## src/rtl/sd_pkg.sv

```systemverilog
// sd_pkg: shared state encoding and default configuration for the serial receiver
package sd_pkg;
  typedef enum logic [1:0] {IDLE, SHIFT, PAR, CHECK} state_t;
  localparam int SD_WIDTH = 14;
  localparam int SD_ODD_PARITY = 1;
endpackage

```

## src/rtl/sd_receiver.sv

```systemverilog
// sd_receiver: strobe-sampled serial word receiver with parity, overrun and framing checks
module sd_receiver
  import sd_pkg::*;
#(
  parameter int WIDTH = SD_WIDTH,
  parameter int ODD_PARITY = SD_ODD_PARITY
) (
  input  logic             SIM_CLK,
  input  logic             SIM_RST,
  input  logic             DATA,
  input  logic             SAMP,
  input  logic             WSTART,
  input  logic             WACK,
  input  logic             ERRCLR,
  output logic [WIDTH-1:0] WORD,
  output logic             WVALID,
  output logic             BUSY,
  output logic             PERR,
  output logic             OVRN,
  output logic             FRERR
);
  localparam int CW = $clog2(WIDTH + 1);
  localparam logic [CW-1:0] LAST = CW'(WIDTH - 1);
  localparam logic ODD = ODD_PARITY != 0;
  state_t state, state_nxt;
  logic [CW-1:0] cnt;
  logic [WIDTH-1:0] sreg;
  logic par, shift_en, par_en, chk, good, load;
  assign shift_en = state == SHIFT && SAMP && !WSTART;
  assign par_en = state == PAR && SAMP && !WSTART;
  assign chk = state == CHECK;
  assign good = par == ODD;
  assign load = chk && good && (!WVALID || WACK);
  // state register
  always_ff @(posedge SIM_CLK or posedge SIM_RST)
    if (SIM_RST) state <= IDLE;
    else state <= state_nxt;
  // next state: a word start always (re)enters SHIFT, otherwise strobes advance the frame
  always_comb
    state_nxt = WSTART ? SHIFT :
                shift_en && cnt == LAST ? PAR :
                par_en ? CHECK :
                chk ? IDLE : state;
  // outputs decoded from state
  always_comb BUSY = state != IDLE;
  // bit capture: counter, shift register and running parity, cleared on every word start
  always_ff @(posedge SIM_CLK or posedge SIM_RST)
    if (SIM_RST) begin
      cnt <= '0;
      sreg <= '0;
      par <= 1'b0;
    end else if (WSTART) begin
      cnt <= '0;
      sreg <= '0;
      par <= 1'b0;
    end else if (shift_en) begin
      cnt <= cnt + CW'(1);
      sreg <= {sreg[WIDTH-2:0], DATA};
      par <= par ^ DATA;
    end else if (par_en) par <= par ^ DATA;
  // word hand-off and sticky errors; a newly detected error beats a same-cycle clear
  always_ff @(posedge SIM_CLK or posedge SIM_RST)
    if (SIM_RST) begin
      WORD <= '0;
      WVALID <= 1'b0;
      PERR <= 1'b0;
      OVRN <= 1'b0;
      FRERR <= 1'b0;
    end else begin
      if (load) WORD <= sreg;
      WVALID <= load || (WVALID && !WACK);
      PERR <= (chk && !good) || (PERR && !ERRCLR);
      OVRN <= (chk && good && WVALID && !WACK) || (OVRN && !ERRCLR);
      FRERR <= (WSTART && (state == SHIFT || state == PAR)) || (FRERR && !ERRCLR);
    end
endmodule

```

## config.mk

```make
export PLATFORM = sky130hd
export DESIGN_NAME = sd_receiver
export DESIGN_NICKNAME = d
export VERILOG_FILES = /design/src/rtl/sd_pkg.sv /design/src/rtl/sd_receiver.sv
export SDC_FILE = /design/constraint.sdc
export NUM_CORES = 1
export LEC_CHECK = 0
export ABC_AREA = 1
export CAP_MARGIN = 20
export CORE_MARGIN = 2
export CORE_UTILIZATION = 48
export CTS_BUF_LIST = sky130_fd_sc_hd__clkbuf_4 sky130_fd_sc_hd__clkbuf_8
export CTS_CLUSTER_DIAMETER = 40
export CTS_CLUSTER_SIZE = 12
export DETAILED_ROUTE_END_ITERATION = 6
export GPL_ROUTABILITY_DRIVEN = 0
export PLACE_DENSITY = 0.72
export RECOVER_POWER = 25
export SYNTH_ARGS = -nofsm -noshare
export SYNTH_HDL_FRONTEND = slang
export SYNTH_SLANG_ARGS = --single-unit
```

## constraint.sdc

```tcl
create_clock -name SIM_CLK -period 3.4 [get_ports SIM_CLK]
set_clock_uncertainty 0.15 [all_clocks]
set_input_delay 0.34 -clock SIM_CLK [delete_from_list [all_inputs] [get_ports SIM_CLK]]
set_output_delay 0.34 -clock SIM_CLK [all_outputs]
set_load 0.01 [all_outputs]
```

After elaboration in Yosys (flattened, before gate mapping)
Cells that the tools add are included.
- output and inout bits: 19
- input bits: 7
- logic and storage cells: 56
- register bits: 39
- bitwise logic cells: 1
- $add $sub $neg: 1
- multiplexer cells: 11
- reductions and logical operators: 30
- equality and inequality tests: 4
- operator list (cell ; count):
    14-bit two-way mux ; 2
    1-bit logical AND ; 15
    2-bit two-way mux ; 4
    4-bit two-way mux ; 2
    1-bit logical OR ; 6
    1-bit zero test ; 5
    4-bit by 1-bit adder with 4-bit output, second input constant ; 1
    2-bit equality test, second input constant ; 2
    4-bit equality test, second input constant ; 1
    2-bit nonzero test ; 2
    4-bit nonzero test ; 1
    1-bit two-way mux ; 3
    3-bit nonzero test ; 1
    2-bit by 1-bit equality test with 1-bit output, second input constant ; 1
    1-bit XOR ; 1

Logic depth before layout (Yosys ltp)
- depth in word-level cells: 6
- gate-level depth with buffers: 7
- gate-level depth less buffers: 7

Least setup slack after synthesis
Ideal clock, no wire load.
- path type: register to register
- from: register state[0]
- to: register sreg[12]
- arrival time: 1.069 ns
- data required time: 3.123 ns
- setup slack: 2.054 ns
- setup time: 0.127 ns
- buffers on the path: 1
- period minus slack after synthesis: 1.346 ns
- cell stages (with the launch flop): 7
- path through: dfrtp_1 -> ha_1 -> nand2_4 -> nor2_4 -> inv_2 -> buf_6 -> o22ai_2
- cells in the longest elaborated chain, start to end: 4
- ends and longest elaborated chain (element ; line ; text):
    from (decl) ; sd_receiver.sv:25 ; state_t state, state_nxt;
    from (signal assigned) ; sd_receiver.sv:37 ; else state <= state_nxt;
    2-bit by 1-bit equality test with 1-bit output ; sd_receiver.sv:29 ; assign shift_en = state == SHIFT && SAMP && !WSTART;
    1-bit logical AND (2 in series) ; sd_receiver.sv:29 ;
    2-bit nonzero test (no line) ; - ;
    to (signal assigned) ; sd_receiver.sv:58 ; sreg <= {sreg[WIDTH-2:0], DATA};
    to (decl) ; sd_receiver.sv:27 ; logic [WIDTH-1:0] sreg;
No other way between the ends.
A chain may end at the register's enable or synchronous reset.

Worst setup path after layout
- from: register state[0]
- to: output BUSY
- cells in the longest elaborated chain, start to end: 1
- ends and longest elaborated chain (element ; line ; text):
    2-bit nonzero test ; sd_receiver.sv:45 ; always_comb BUSY = state != IDLE;
    to (decl) ; sd_receiver.sv:17 ; output logic BUSY,
No other way between the ends.

==> results.py <==
metrics = {
    "floorplanning": {
        "initial_utilization": 0.510,
        "die_area_um2": 4130,
        "die_h_um": 64.2,
        "core_um2": 3420,
        "die_width_um": 64.2,
        "io_pins": 26,
        "num_rows": 21,
    },
    "synthesis": {
        "synth.cell_area_um2": 1740,
        "synthArstFlopShare": 1.00,
        "synth_top_cell_area_share": 0.560,
        "yosys.area.top_type": "dfrtp_1",
        "synth_cells": 159,
        "syn-mean-instance-area_um2": 11.0,
        "synth.ff_latch_count": 39,
        "synth_cell_type_count": 19,
        "ys_top_cells_by_area": "dfrtp_1 (56%), o22ai_2 (7.2%), o21ai_2 (7.0%)",
        "synth_edf_count": 0,
        "synth_nets": 172,
        "synth_warnings": 0,
        "yosysMostFrequentCell": "dfrtp_1",
        "synth-main-ff-cell": "dfrtp_1",
        "ys_seq_area_frac": 0.560,
        "synthTopCellsByCount": "dfrtp_1 (39), inv_1 (27), nand2_1 (26)",
    },
    "route": {
        "routed_wl_mm": 2.87,
        "drt-initial-drc-count": 52,
        "drc_errors": 0,
        "vias": 1139,
        "firstDrtPassIters": 5,
        "wl_per_cell_um": 12.2,
        "via_per_inst": 4.85,
        "ant_nets": 0,
    },
    "critical_path": {
        "worstSetupPathType": "reg -> out",
        "crit_fanout": 4,
        "startpoint_type": "flip-flop",
        "end_kind": "output port",
        "required_ns": 2.91,
        "rr_worst_depth": 6,
        "arrival_ns": 1.59,
    },
    "min_path": {
        "holdPathStages": 2,
        "hp-class": "reg -> reg",
    },
    "final_layout": {
        "final_layout_size_suffix_gt1_frac": 0.206,
        "syn_to_final_growth_pct": 19.7,
        "fin_nets": 201,
        "n_antenna_cell": 0,
        "fillers": 280,
    },
    "clock_network": {
        "clkLatencyLatePin_ns": 0.35,
        "h-tree-depth": 2,
        "cts_buffers": 5,
        "hold_buffers": 0,
        "cts_tree": "done",
        "post_cts_buffers": 0,
        "cts.clk_slew.worst_paths_ns": 0.11,
        "root_buffer": "clkbuf_4",
        "clock_sinks": 39,
        "ctsLongestPathBuffers": 2,
        "cts_resized": 0,
    },
    "power": {
        "power_density_nw_per_um2": 409,
        "leakage_nw": 0.913,
        "ir_drop_mv": 0.254,
    },
    "global_route": {
        "groute.layer.met3.usage": 0.0581,
        "grtUsageMet2": 0.292,
        "grtUsageMet1": 0.177,
        "grt-ovfl-total": 0,
        "grt-busiest-layer": "met2",
        "track_usage": 0.164,
        "grt_max_degree": 40,
        "grt_pass1_wl_mm": 5.20,
        "antenna_found_initial": 0,
        "grt_pass1_vias": 1226,
    },
    "timing": {
        "relSlewSlack": 0.685,
        "finalHoldViolations": 0,
        "setup_tns_ns": 0,
        "worst_pin_slew_ns": 0.473,
        "period_minus_slack_ns": 2.08,
        "max_freq_ghz": 0.482,
        "rsz0062_at_grt": "no",
        "hold_slack_ns": 0.339,
        "min_period_over_period": 0.611,
        "maxSlewViolCount": 0,
        "finalSetupViolCount": 0,
    },
    "placement": {
        "dpl.hpwl_mm": 2.03,
        "io_buffers": 25,
    },
    "flow_run": {
        "cap_violations": 0,
    },
    "outcome": {
        "status": "complete, no violations",
    },
}
## state kept, by name, indices dropped and copies added (netlist names)
| name | count |
|---|---|
| WORD | 14 |
| sreg | 14 |
| cnt | 4 |
| state | 2 |
| FRERR | 1 |
| OVRN | 1 |
| PERR | 1 |
| WVALID | 1 |
| good | 1 |
## path summary, 6_finish.rpt
kind | slack [ns] | from | endpoint
max in group asynchronous | 2.39 | SIM_RST | sreg[12]
min in group asynchronous | 0.37 | SIM_RST | WVALID
worst min register to register | 0.34 | WORD[11] | WORD[11]
worst min-delay path | 0.34 | WORD[11] | WORD[11]
worst max-delay path | 1.32 | state[0] | BUSY
worst max register to register | 1.84 | state[1] | state[1]
## through the flow
stage	total power [mW]	cells	cell area [µm²]	setup slack, ns	util
after detailed placement	0.591	227	2010	1.56	0.589
after global placement	0.586	227	2010	1.61	0.589
final	0.853	235	2080	1.32	0.610
after floorplan	0.560	159	1740	2.02	-
after global routing	0.897	235	2080	1.20	0.610
after CTS	0.865	235	2080	1.30	0.610
## where the power goes
| group | internal, mW | switching [mW] | leakage, nW |
|---|---|---|---|
| logic | 0.0352 | 0.0470 | 0.339 |
| clock network | 0.130 | 0.145 | 0.0420 |
| registers | 0.480 | 0.0167 | 0.531 |
| total | 0.645 | 0.209 | 0.913 |
## kinds of logic after synthesis
| logic type | after synthesis | synth area share |
|---|---|---|
| simple gates | 42 | 0.116 |
| flops | 39 | 0.560 |
| compound gates | 38 | 0.187 |
| buf+inv | 33 | 0.0884 |
| fa+ha+maj | 6 | 0.0431 |
| xor+xnor | 1 | 0.00503 |
## worst max-delay path, cell delays in order (launching register included)
cell and delay, ns:
dfrtp_1 0.41, inv_1 0.08, ha_1 0.19, inv_1 0.05
clkdlybuf4s50_1 0.52
## layout by cell type, fill, tap and decap left out
| master | instances |
|---|---|
| dfrtp_1 | 39 |
| inv_1 | 27 |
| nand2_1 | 26 |
| clkdlybuf4s50_1 | 24 |
| o21ai_2 | 14 |
| o22ai_2 | 10 |
| nor2_1 | 6 |
| o22ai_1 | 6 |
| ha_1 | 6 |
| clkbuf_4 | 6 |
| o21ai_0 | 5 |
| nand3_1 | 4 |
| a21oi_1 | 3 |
| nand2_4 | 2 |
| inv_2 | 2 |
| clkbuf_8 | 2 |
| nor2_4 | 1 |
| nor3_1 | 1 |
| nand3_4 | 1 |
| xor2_1 | 1 |
| nand4_1 | 1 |
| dlygate4sd3_1 | 1 |
| buf_4 | 1 |
## area by class of cell
cell class              instances  area (µm²)  share of cell area
clock buffers                   8        72.6              0.0348
inverters                      29         109              0.0522
multi-input cells              87         612               0.294
flip-flops and latches         39         976               0.468
repair buffers                 26         258               0.124
well taps                      46        57.6              0.0276
## routing by layer
| layer | part of all wire | up-vias |
|---|---|---|
| met5 | 0 | - |
| met2 | 0.53 | 17 |
| li1 | - | 570 |
| met1 | 0.42 | 546 |
| met3 | 0.037 | 6 |
| met4 | 0.015 | 0 |
(Power assumes the default switching activity.)
